## src/rtl/debug_controller_pkg.sv

```systemverilog
// Shared definitions for the UART debug controller: command bytes, halt opcode
// and the state encodings of the controller and its word serializer.
package debug_controller_pkg;

  localparam logic [7:0] CMD_LOAD = 8'h4C;
  localparam logic [7:0] CMD_CONT = 8'h43;
  localparam logic [7:0] CMD_STEP = 8'h53;

  localparam logic [5:0] HALT_OPCODE = 6'b111111;

  typedef enum logic [2:0] {
    ST_IDLE,
    ST_LOAD,
    ST_WRITE,
    ST_RUN,
    ST_STEP,
    ST_DUMP_SETTLE,
    ST_DUMP_LOAD,
    ST_DUMP_WAIT
  } ctrl_state_t;

  typedef enum logic [1:0] {
    PH_PC,
    PH_REG,
    PH_MEM
  } dump_phase_t;

  typedef enum logic [1:0] {
    SER_IDLE,
    SER_SEND,
    SER_WAIT
  } ser_state_t;

endpackage

```

## src/rtl/debug_controller_if.sv

```systemverilog
// UART-side byte handshake between the debug controller and the rx/tx cores.
interface debug_controller_if;
  logic [7:0] rx_data;
  logic       rx_done;
  logic       tx_done;
  logic       tx_start;
  logic [7:0] tx_data;

  modport master (
    input  rx_data,
    input  rx_done,
    input  tx_done,
    output tx_start,
    output tx_data
  );

  modport slave (
    output rx_data,
    output rx_done,
    output tx_done,
    input  tx_start,
    input  tx_data
  );
endinterface

```

## src/rtl/debug_controller_word_serializer.sv

```systemverilog
// Sends one word as N_BYTES bytes, MSB first, one tx_start per tx_done, and
// pulses done together with the tx_done of the final byte.
module word_serializer
  import debug_controller_pkg::*;
#(
  parameter int NB_DATA = 32,
  parameter int N_BYTES = 4
) (
  input  logic               clock,
  input  logic               reset,
  input  logic               load,
  input  logic [NB_DATA-1:0] word_in,
  input  logic               tx_done,
  output logic               tx_start,
  output logic [7:0]         tx_data,
  output logic               done
);

  localparam int CW = $clog2(N_BYTES);

  ser_state_t         state;
  ser_state_t         state_next;
  logic [NB_DATA-1:0] shift_reg;
  logic [CW-1:0]      byte_cnt;
  logic               last_byte;

  assign last_byte = (byte_cnt == CW'(N_BYTES - 1));
  assign tx_data   = shift_reg[NB_DATA-1 -: 8];

  // State register.
  always_ff @(posedge clock or posedge reset) begin
    if (reset) state <= SER_IDLE;
    else       state <= state_next;
  end

  // Next state: one cycle of tx_start, then hold until the byte is acknowledged.
  always_comb begin
    state_next = state;
    tx_start   = 1'b0;
    done       = 1'b0;
    case (state)
      SER_IDLE: if (load) state_next = SER_SEND;
      SER_SEND: begin
        tx_start   = 1'b1;
        state_next = SER_WAIT;
      end
      SER_WAIT: begin
        if (tx_done) begin
          if (last_byte) begin
            done       = 1'b1;
            state_next = SER_IDLE;
          end else begin
            state_next = SER_SEND;
          end
        end
      end
      default: state_next = SER_IDLE;
    endcase
  end

  // Word capture and byte shifting; the top byte is always the one on tx_data.
  always_ff @(posedge clock or posedge reset) begin
    if (reset) begin
      shift_reg <= '0;
      byte_cnt  <= '0;
    end else if (state == SER_IDLE && load) begin
      shift_reg <= word_in;
      byte_cnt  <= '0;
    end else if (state == SER_WAIT && tx_done) begin
      shift_reg <= shift_reg << 8;
      byte_cnt  <= byte_cnt + 1'b1;
    end
  end

endmodule

```

## src/rtl/debug_controller.sv

```systemverilog
// UART debug sequencer for the pipeline: loads program words, runs or steps the
// pipeline, then dumps PC, registers and a data-memory window back over UART.
module debug_controller
  import debug_controller_pkg::*;
#(
  parameter int NB_DATA     = 32,
  parameter int NB_REG      = 5,
  parameter int NB_ADDR     = 7,
  parameter int N_REGISTER  = 32,
  parameter int N_MEM_WORDS = 32,
  parameter int INST_DEPTH  = 256,
  parameter int N_BYTES     = 4
) (
  input  logic               clock,
  input  logic               reset,
  debug_controller_if.master uart,
  input  logic               halt_signal_o_wb,
  input  logic [NB_DATA-1:0] data_pc_debug,
  input  logic [NB_DATA-1:0] data_registers_debug,
  input  logic [NB_DATA-1:0] data_mem_debug,
  output logic               en_pipeline,
  output logic               en_read_inst,
  output logic [NB_DATA-1:0] data_inst_to_write,
  output logic               ready_instr_to_write,
  output logic [NB_DATA-1:0] o_dir_mem_write,
  output logic               select_debug_or_wireA,
  output logic [NB_REG-1:0]  addr_reg_debug,
  output logic               select_debug_or_alu_result,
  output logic [NB_ADDR-1:0] addr_mem_debug
);

  localparam int BCW      = $clog2(N_BYTES);
  localparam int IW       = $clog2(INST_DEPTH) + 1;
  localparam int DUMP_MAX = (N_REGISTER > N_MEM_WORDS) ? N_REGISTER : N_MEM_WORDS;
  localparam int DW       = $clog2(DUMP_MAX);

  ctrl_state_t        state;
  ctrl_state_t        state_next;
  dump_phase_t        phase;
  logic [NB_DATA-1:0] shift_reg;
  logic [BCW-1:0]     byte_cnt;
  logic [IW-1:0]      inst_idx;
  logic [DW-1:0]      dump_idx;
  logic               halted;
  logic               last_write;
  logic               last_reg;
  logic               last_mem;
  logic               in_dump;
  logic               ser_load;
  logic [NB_DATA-1:0] ser_word;
  logic               ser_done;

  assign last_write = (shift_reg[NB_DATA-1 -: 6] == HALT_OPCODE) ||
                      (inst_idx == IW'(INST_DEPTH - 1));
  assign last_reg   = (dump_idx == DW'(N_REGISTER - 1));
  assign last_mem   = (dump_idx == DW'(N_MEM_WORDS - 1));
  assign in_dump    = (state == ST_DUMP_SETTLE) || (state == ST_DUMP_LOAD) ||
                      (state == ST_DUMP_WAIT);

  // State register.
  always_ff @(posedge clock or posedge reset) begin
    if (reset) state <= ST_IDLE;
    else       state <= state_next;
  end

  // Command decode, sequencing and all pipeline-facing outputs.
  always_comb begin
    state_next                 = state;
    en_pipeline                = 1'b0;
    en_read_inst               = 1'b1;
    ready_instr_to_write       = 1'b0;
    data_inst_to_write         = '0;
    o_dir_mem_write            = '0;
    select_debug_or_wireA      = 1'b0;
    addr_reg_debug             = '0;
    select_debug_or_alu_result = 1'b0;
    addr_mem_debug             = '0;
    ser_load                   = 1'b0;
    ser_word                   = data_pc_debug;

    case (state)
      ST_IDLE: begin
        if (uart.rx_done) begin
          case (uart.rx_data)
            CMD_LOAD: state_next = ST_LOAD;
            CMD_CONT: state_next = halted ? ST_DUMP_SETTLE : ST_RUN;
            CMD_STEP: state_next = ST_STEP;
            default:  state_next = ST_IDLE;
          endcase
        end
      end
      ST_LOAD: begin
        en_read_inst = 1'b0;
        if (uart.rx_done && byte_cnt == BCW'(N_BYTES - 1)) state_next = ST_WRITE;
      end
      ST_WRITE: begin
        en_read_inst         = 1'b0;
        ready_instr_to_write = 1'b1;
        data_inst_to_write   = shift_reg;
        o_dir_mem_write      = NB_DATA'(inst_idx);
        state_next           = last_write ? ST_IDLE : ST_LOAD;
      end
      ST_RUN: begin
        en_pipeline = !halt_signal_o_wb;
        if (halt_signal_o_wb) state_next = ST_DUMP_SETTLE;
      end
      ST_STEP: begin
        en_pipeline = !halt_signal_o_wb && !halted;
        state_next  = ST_DUMP_SETTLE;
      end
      ST_DUMP_SETTLE: state_next = ST_DUMP_LOAD;
      ST_DUMP_LOAD: begin
        ser_load   = 1'b1;
        state_next = ST_DUMP_WAIT;
      end
      ST_DUMP_WAIT: begin
        if (ser_done) begin
          state_next = (phase == PH_MEM && last_mem) ? ST_IDLE : ST_DUMP_SETTLE;
        end
      end
      default: state_next = ST_IDLE;
    endcase

    if (in_dump) begin
      case (phase)
        PH_REG: begin
          select_debug_or_wireA = 1'b1;
          addr_reg_debug        = NB_REG'(dump_idx);
          ser_word              = data_registers_debug;
        end
        PH_MEM: begin
          select_debug_or_alu_result = 1'b1;
          addr_mem_debug             = NB_ADDR'(dump_idx);
          ser_word                   = data_mem_debug;
        end
        default: ser_word = data_pc_debug;
      endcase
    end
  end

  // Load word assembly, instruction index, halted flag and dump position.
  always_ff @(posedge clock or posedge reset) begin
    if (reset) begin
      shift_reg <= '0;
      byte_cnt  <= '0;
      inst_idx  <= '0;
      halted    <= 1'b0;
      phase     <= PH_PC;
      dump_idx  <= '0;
    end else begin
      case (state)
        ST_IDLE: begin
          if (uart.rx_done && uart.rx_data == CMD_LOAD) begin
            halted   <= 1'b0;
            inst_idx <= '0;
            byte_cnt <= '0;
          end
          if (uart.rx_done && (uart.rx_data == CMD_CONT || uart.rx_data == CMD_STEP)) begin
            phase    <= PH_PC;
            dump_idx <= '0;
          end
        end
        ST_LOAD: begin
          if (uart.rx_done) begin
            shift_reg <= {shift_reg[NB_DATA-9:0], uart.rx_data};
            byte_cnt  <= byte_cnt + 1'b1;
          end
        end
        ST_WRITE: begin
          inst_idx <= inst_idx + 1'b1;
          byte_cnt <= '0;
        end
        ST_RUN, ST_STEP: begin
          if (halt_signal_o_wb) halted <= 1'b1;
        end
        ST_DUMP_WAIT: begin
          if (ser_done) begin
            case (phase)
              PH_PC: begin
                phase    <= PH_REG;
                dump_idx <= '0;
              end
              PH_REG: begin
                if (last_reg) begin
                  phase    <= PH_MEM;
                  dump_idx <= '0;
                end else begin
                  dump_idx <= dump_idx + 1'b1;
                end
              end
              default: dump_idx <= last_mem ? '0 : dump_idx + 1'b1;
            endcase
          end
        end
        default: ;
      endcase
    end
  end

  word_serializer #(
    .NB_DATA (NB_DATA),
    .N_BYTES (N_BYTES)
  ) u_serializer (
    .clock    (clock),
    .reset    (reset),
    .load     (ser_load),
    .word_in  (ser_word),
    .tx_done  (uart.tx_done),
    .tx_start (uart.tx_start),
    .tx_data  (uart.tx_data),
    .done     (ser_done)
  );

endmodule

```

## src/flat_wrapper.sv

```systemverilog
// flat-port wrapper written by rule: the top's interface ports become plain ports
module debug_controller_flat import debug_controller_pkg::*;
#(
  parameter int NB_DATA     = 32,
  parameter int NB_REG      = 5,
  parameter int NB_ADDR     = 7,
  parameter int N_REGISTER  = 32,
  parameter int N_MEM_WORDS = 32,
  parameter int INST_DEPTH  = 256,
  parameter int N_BYTES     = 4
)
  (clock, reset, halt_signal_o_wb, data_pc_debug, data_registers_debug, data_mem_debug, en_pipeline, en_read_inst, data_inst_to_write, ready_instr_to_write, o_dir_mem_write, select_debug_or_wireA, addr_reg_debug, select_debug_or_alu_result, addr_mem_debug, uart_rx_data, uart_rx_done, uart_tx_done, uart_tx_start, uart_tx_data);
  debug_controller_if uart_i ();
  input  logic clock;
  input  logic reset;
  input  logic halt_signal_o_wb;
  input  logic [NB_DATA-1:0] data_pc_debug;
  input  logic [NB_DATA-1:0] data_registers_debug;
  input  logic [NB_DATA-1:0] data_mem_debug;
  output logic en_pipeline;
  output logic en_read_inst;
  output logic [NB_DATA-1:0] data_inst_to_write;
  output logic ready_instr_to_write;
  output logic [NB_DATA-1:0] o_dir_mem_write;
  output logic select_debug_or_wireA;
  output logic [NB_REG-1:0] addr_reg_debug;
  output logic select_debug_or_alu_result;
  output logic [NB_ADDR-1:0] addr_mem_debug;
  input wire logic [$bits(uart_i.rx_data)-1:0] uart_rx_data;
  input wire logic [$bits(uart_i.rx_done)-1:0] uart_rx_done;
  input wire logic [$bits(uart_i.tx_done)-1:0] uart_tx_done;
  output wire logic [$bits(uart_i.tx_start)-1:0] uart_tx_start;
  output wire logic [$bits(uart_i.tx_data)-1:0] uart_tx_data;
  assign uart_i.rx_data = uart_rx_data;
  assign uart_i.rx_done = uart_rx_done;
  assign uart_i.tx_done = uart_tx_done;
  assign uart_tx_start = uart_i.tx_start;
  assign uart_tx_data = uart_i.tx_data;
  debug_controller #(.NB_DATA(NB_DATA), .NB_REG(NB_REG), .NB_ADDR(NB_ADDR), .N_REGISTER(N_REGISTER), .N_MEM_WORDS(N_MEM_WORDS), .INST_DEPTH(INST_DEPTH), .N_BYTES(N_BYTES)) u_core (.clock(clock), .reset(reset), .uart(uart_i), .halt_signal_o_wb(halt_signal_o_wb), .data_pc_debug(data_pc_debug), .data_registers_debug(data_registers_debug), .data_mem_debug(data_mem_debug), .en_pipeline(en_pipeline), .en_read_inst(en_read_inst), .data_inst_to_write(data_inst_to_write), .ready_instr_to_write(ready_instr_to_write), .o_dir_mem_write(o_dir_mem_write), .select_debug_or_wireA(select_debug_or_wireA), .addr_reg_debug(addr_reg_debug), .select_debug_or_alu_result(select_debug_or_alu_result), .addr_mem_debug(addr_mem_debug));
endmodule
```

## config.mk

```make
export PLATFORM = sky130hd
export DESIGN_NAME = debug_controller_flat
export DESIGN_NICKNAME = d
export VERILOG_FILES = /design/src/rtl/debug_controller_pkg.sv /design/src/rtl/debug_controller_if.sv /design/src/rtl/debug_controller_word_serializer.sv /design/src/rtl/debug_controller.sv /design/src/flat_wrapper.sv
export SDC_FILE = /design/constraint.sdc
export NUM_CORES = 1
export LEC_CHECK = 0
export CAP_MARGIN = 40
export CORE_MARGIN = 4
export CORE_UTILIZATION = 35
export CTS_CLUSTER_SIZE = 28
export DETAILED_ROUTE_END_ITERATION = 7
export GPL_ROUTABILITY_DRIVEN = 0
export PLACE_DENSITY = 0.65
export SLEW_MARGIN = 20
export SYNTH_ARGS = -nofsm -noshare
export SYNTH_HDL_FRONTEND = slang
export SYNTH_SLANG_ARGS = --single-unit
```

## constraint.sdc

```tcl
create_clock -name clock -period 3.1 [get_ports clock]
set_input_delay 0.465 -clock clock [delete_from_list [all_inputs] [get_ports clock]]
set_output_delay 0.465 -clock clock [all_outputs]
set_load 0.05 [all_outputs]
```

Word level (Yosys, flattened, before mapping)
Cells that the tools add are included.
{ "word_totals": {"reg_bits": 90, "wordCells": 131} }
{ "op_classes": {"add_sub_neg": 4, "eq_ne": 31, "muxes": 55, "n_reduce_logical": 31} }
{ "op_table": {"columns": ["cell", "n"], "rows": [
  ["two-way mux 32 bit", 4],
  ["one-hot mux 32 bit (2 select lines)", 1],
  ["two-way mux 5 bit", 7],
  ["== test 8 x 7 -> 1 bit (second input constant)", 3],
  ["one-hot mux 3 bit (8 select lines)", 1],
  ["two-way mux 2 bit", 9],
  ["two-way mux 3 bit", 6],
  ["two-way mux 9 bit", 2],
  ["one-hot mux 9 bit (2 select lines)", 1],
  ["two-way mux 1 bit", 15],
  ["== test 3 bit (second input constant)", 4],
  ["inequality test 2 bit (second input constant)", 6],
  ["one-hot mux 2 bit (3 select lines)", 2],
  ["one-hot mux 5 bit (2 select lines)", 1],
  ["adder 9 x 1 -> 9 bit (second input constant)", 1],
  ["== test 9 x 8 -> 1 bit (second input constant)", 1],
  ["one-hot mux 3 bit (3 select lines)", 1],
  ["AND reduction 3 bit", 3],
  ["== test 2 bit (second input constant)", 4],
  ["inequality test 2 x 1 -> 1 bit (second input constant)", 4],
  ["one-hot mux 2 bit (2 select lines)", 2],
  ["nonzero test 2 bit", 4],
  ["logical AND 1 bit", 7],
  ["two-way mux 7 bit", 1],
  ["other kinds (19)", 31]
]} }

Depth between registers and ports, before layout
{ "logic_depth": {"ltp_word": 6, "ltp_mapped": 8} }

Modules after synthesis
Synthesis repeated with hierarchy kept, for this count alone.
{ "hier_totals": {"hier_cells": 540, "area_unflattened_um2": 5341.4} }
{ "by_module_without_submodules": {"columns": ["module", "n_inst", "cells_per_inst", "area_each_um2", "seq_area_each_um2"], "rows": [
  ["debug_controller", 1, 417, 3743.6, 1351.3],
  ["word_serializer", 1, 123, 1597.8, 900.9]
]} }

Worst setup path after synthesis
Ideal clock, no wire load.
{ "synth_path": {"path_kind": "reg2out", "start": "register u_core.phase[1]", "end": "output addr_reg_debug[0]", "arrival_time_ns": 2.188, "required_time_ns": 2.635, "path_slack_ns": 0.447, "path_stages_with_launch": 7, "path_cell_list": "dfrtp_1 inv_1 ha_1 clkbuf_1 clkbuf_1 and3_1 and2_1"} }
{ "synth_between": {"elab_chain_cells": 3} }
{ "synth_rtl": {"columns": ["element", "line_no", "source"], "rows": [
  ["start, declared", "debug_controller.sv:39", "dump_phase_t phase;"],
  ["start signal, assigned", "debug_controller.sv:148", "phase <= PH_PC;"],
  ["start signal, assigned", "debug_controller.sv:159", "phase <= PH_PC;"],
  ["start signal, assigned", "debug_controller.sv:180", "phase <= PH_REG;"],
  ["== test 2 x 1 -> 1 bit", "debug_controller.sv:125", "case (phase)"],
  ["two-way mux 5 bit", "debug_controller.sv:125", null],
  ["two-way mux 5 bit", "debug_controller.sv:124", "if (in_dump) begin"],
  ["end, declared", "flat_wrapper.sv:26", "output logic [NB_REG-1:0] addr_reg_debug;"]
]} }
No other way between the ends.

Worst setup path in the final report
{ "layout_path": {"start": "register u_core.state[2]", "end": "output data_inst_to_write[5]"} }
{ "layout_between": {"elab_chain_cells": 2} }
{ "layout_rtl": {"columns": ["element", "line_no", "source"], "rows": [
  ["start, declared", "debug_controller.sv:37", "ctrl_state_t state;"],
  ["start signal, assigned", "debug_controller.sv:63", "else state <= state_next;"],
  ["== test 3 x 2 -> 1 bit", "debug_controller.sv:81", "case (state)"],
  ["two-way mux 32 bit", "debug_controller.sv:81", null],
  ["end, declared", "flat_wrapper.sv:22", "output logic [NB_DATA-1:0] data_inst_to_write;"]
]} }
No other way between the ends.

==> impl_metrics.csv <==
group,metric,value,unit
synthesis,ys_seq_area_share,41.3,%
pwr,combPwrFrac,36.9,%
worst_setup_path,crit_buf_inv,3,
drt,wl_per_cell,14.9,um
cts,clk_latency,0.35,ns
cts,clk_pin_slew,0.06,ns
global_routing,track_usage,16.4,%
pwr,seqPwrFrac,40.4,%
cts,cts.path.max_buffers,2,
drt,first_iter_violations,388,
synthesis,synth-simple-area-share,22.3,%
floorplan,core,0.0153,mm2
synthesis,ys_warn_count,0,
worst_setup_path,crit_arrival,2.09,ns
cts,tritoncts,"yes",
global_routing,grt_max_degree,65,
synthesis,ys_ff_latch,90,
synthesis,synth.distinct_cells,52,
synthesis,synth_top_family_by_area,"simple AND/OR/NAND/NOR gates",
flow_run,maxCapViolations,0,
worst_setup_path,crit_type,"register to output port",
finish,antenna_cells,0,
sta,hold_viol,0,
finish,nFillCells,1397,
placement,port-buffer-count,173,
hold_path,hold_class,"input port to asynchronous set/reset pin",
cts,htreeDepth,3,
floorplan,die_width,133,um
drt,drt_pass1_iterations,5,
synthesis,syn_area,0.00545,mm2
drt,avgViaCountPerCell,4.94,
sta,rsz0062_at_grt,"false",
outcome,outcome,"completed",
synthesis,synth_top_area_cell,"dfrtp_1",
floorplan,die-area,0.0176,mm2
global_routing,grt_pass1_wl,24000,um
sta,slew_violations,0,
synthesis,synth_area_per_cell,9.18,um2
worst_setup_path,cp_top_family,"buffers and inverters",
floorplan,ios,199,
pwr,peakVddDrop,0.298,mV
pwr,switching_power,1.90,mW
sta,finalCritPeriodShare,82.3,%
pwr,p_sw_share,36.9,%
worst_setup_path,critical-path-slowest-cell,"or3b_1",
drt,ant_nets,0,
cts,cts-resized-gates,0,
finish,nNetsFinal,854,
global_routing,antenna_found_initial,0,
sta,holdWs,0.313,ns
cts,cts_setup_buffers,0,
finish,layout_commonest_cell,"clkdlybuf4s50_1",
synthesis,synth_compound_area_share,17.0,%
floorplan,start_util,35.7,%
drt,vias,4706,
pwr,pwr-share-clk,22.6,%
worst_setup_path,path_cells,"or3b_1, buf_4, clkinv_2, and2_1, buf_12",
sta,period_minus_slack,2.55,ns
synthesis,synth_edf_count,0,
synthesis,ys.flop_type,"dfrtp_1",
synthesis,synth_xor_area_share,0.321,%
cts,clock-sinks,90,
finish,final_cell_mix,"clkdlybuf4s50_1 (119), dfrtp_1 (90), nand2_1 (83)",
cts,cts_root_buf,"clkbuf_16",
sta,finalSetupViolations,0,
synthesis,synth.area.top_cells,"dfrtp_1 (41%), mux2_2 (6.6%), and2_1 (5.9%), nand2_1 (5.7%), buf_4 (5.2%)",
synthesis,muxShareOfSynthArea,7.53,%
cts,cts_inserted_buffers,9,
cts,cts.hold.buffers_added,0,
worst_setup_path,cp_max_fo,47,
finish,multiInputGateArea,0.00279,mm2
worst_setup_path,critPathRequiredTime,2.63,ns
worst_setup_path,cp-start-kind,"register",
global_routing,grt_pass1_vias,4840,
sta,finClkSkew,0.0127,ns
sta,fmax,0.392,GHz
synthesis,synthCells,594,
sta,slew_headroom,57.5,%
synthesis,synth_top_area_share,41.3,%
finish,fin_area,0.00801,mm2
worst_setup_path,cp-end-kind,"output port",
synthesis,synthAdderAreaFrac,2.07,%
pwr,power_leakage,3.24,nW
sta,worst_slew_pin_slew,0.638,ns
pwr,p_int,3.24,mW
finish,seqCellArea,0.00225,mm2
finish,area_growth,46.9,%
drt,remaining_drc_errors,0,
finish,drive_above_1_share,17.1,%
worst_setup_path,max_stage_delay,0.42,ns
drt,totalWireLength,14200,um
placement,dpl_cell_area,0.00767,mm2
floorplan,std_cell_rows,45,
synthesis,synth_async_sr_flop_share,100,%
floorplan,die_h,133,um
sta,timing.setup.tns,0,ns
placement,dp_hpwl,10800,um
pwr,p_per_area,643,mW/mm2
global_routing,overflow,0,
## layout make-up
type / instances / share of cell area, %
Clock inverter: 5 / 0.969
Tap cell: 211 / 3.30
Clock buffer: 11 / 3.03
Multi-Input combinational cell: 444 / 34.8
Timing Repair Buffer: 184 / 29.4
Inverter: 7 / 0.359
Sequential cell: 90 / 28.1
## synthesized netlist by cell type, types with 2 or more instances
master      n
nand3b_1    2
a31oi_1    27
nor3b_1     2
xor2_1      2
o31ai_1     2
clkbuf_1   20
buf_4      38
a22o_1      2
mux2_2     32
nand3_1    21
o21ai_0    31
buf_2      14
mux2i_1     5
nor3_1      4
nor2b_1     2
inv_1       6
o211ai_1   25
and4bb_2    2
o2111ai_1   2
and3_1      6
and2_1     51
o21ai_1     3
nor2_1     38
nor4b_2     2
a21oi_1     3
buf_6       5
nand2_1    83
nand4_1     7
a22oi_1    33
o211a_1     2
dfrtp_1    90
or2_2       2
nand2b_1    3
ha_1        9
## metrics by stage
step | util (%) | power [mW] | setup WS [ns] | instances
floorplan | - | 3.46 | 0.300 | 618
global placement | 50.2 | 3.92 | 0.692 | 935
detailed placement | 50.2 | 4.00 | 0.650 | 935
CTS | 52.3 | 5.19 | 0.486 | 951
global route | 52.5 | 5.55 | 0.373 | 952
finish | 52.5 | 5.14 | 0.547 | 952
## logic make-up (layout without fill, tap and decap cells)
logic type | count (synthesis) | count (layout)
buffers and inverters | 84 | 207
muxes | 37 | 37
and+or+nand+nor | 234 | 234
AOI/OAI and AO/OA | 137 | 137
xor gates and xnor gates | 2 | 2
other | 1 | 25
DFF | 90 | 90
adders and majority gates | 9 | 9
## power groups by stage
stage / sequential [mW] / combinational (mW) / clock, mW
after floorplan: 1.96 / 1.51 / 0
after global placement: 2.07 / 1.85 / 0
after detailed placement: 2.10 / 1.91 / 0
after CTS: 2.08 / 1.91 / 1.20
after global routing: 2.16 / 2.13 / 1.26
final: 2.08 / 1.90 / 1.17
## path summary, 6_finish.rpt
kind | slack [ns] | end | startpoint | cells past startpoint
worst max-delay path | 0.55 | data_inst_to_write[5] | u_core.state[2]$_DFFE_PP0P_ | 5
worst min-delay path | 0.31 | u_core.u_serializer.shift_reg[29]$_DFFE_PP0P_ | reset | 2
worst max register to register | 1.09 | u_core.shift_reg[11]$_DFFE_PP0P_ | u_core.state[2]$_DFFE_PP0P_ | 4
worst min register to register | 0.51 | u_core.inst_idx[8]$_DFFE_PP0P_ | u_core.inst_idx[8]$_DFFE_PP0P_ | 2
max in group asynchronous | 2.06 | u_core.shift_reg[21]$_DFFE_PP0P_ | reset | 4
min in group clock | 0.51 | u_core.inst_idx[8]$_DFFE_PP0P_ | u_core.inst_idx[8]$_DFFE_PP0P_ | 2
## per-layer routing
layer / wire length [um] / global-route usage [%] / share of wire (%) / vias up
li1: - / - / - / 2329
met1: 6070 / 20.5 / 43 / 2236
met2: 7280 / 27.7 / 51 / 128
met3: 648 / 4.37 / 4.6 / 13
met4: 205 / 4.73 / 1.4 / 0
met5: 0 / 0 / 0 / -
(Power assumes the default switching activity.)
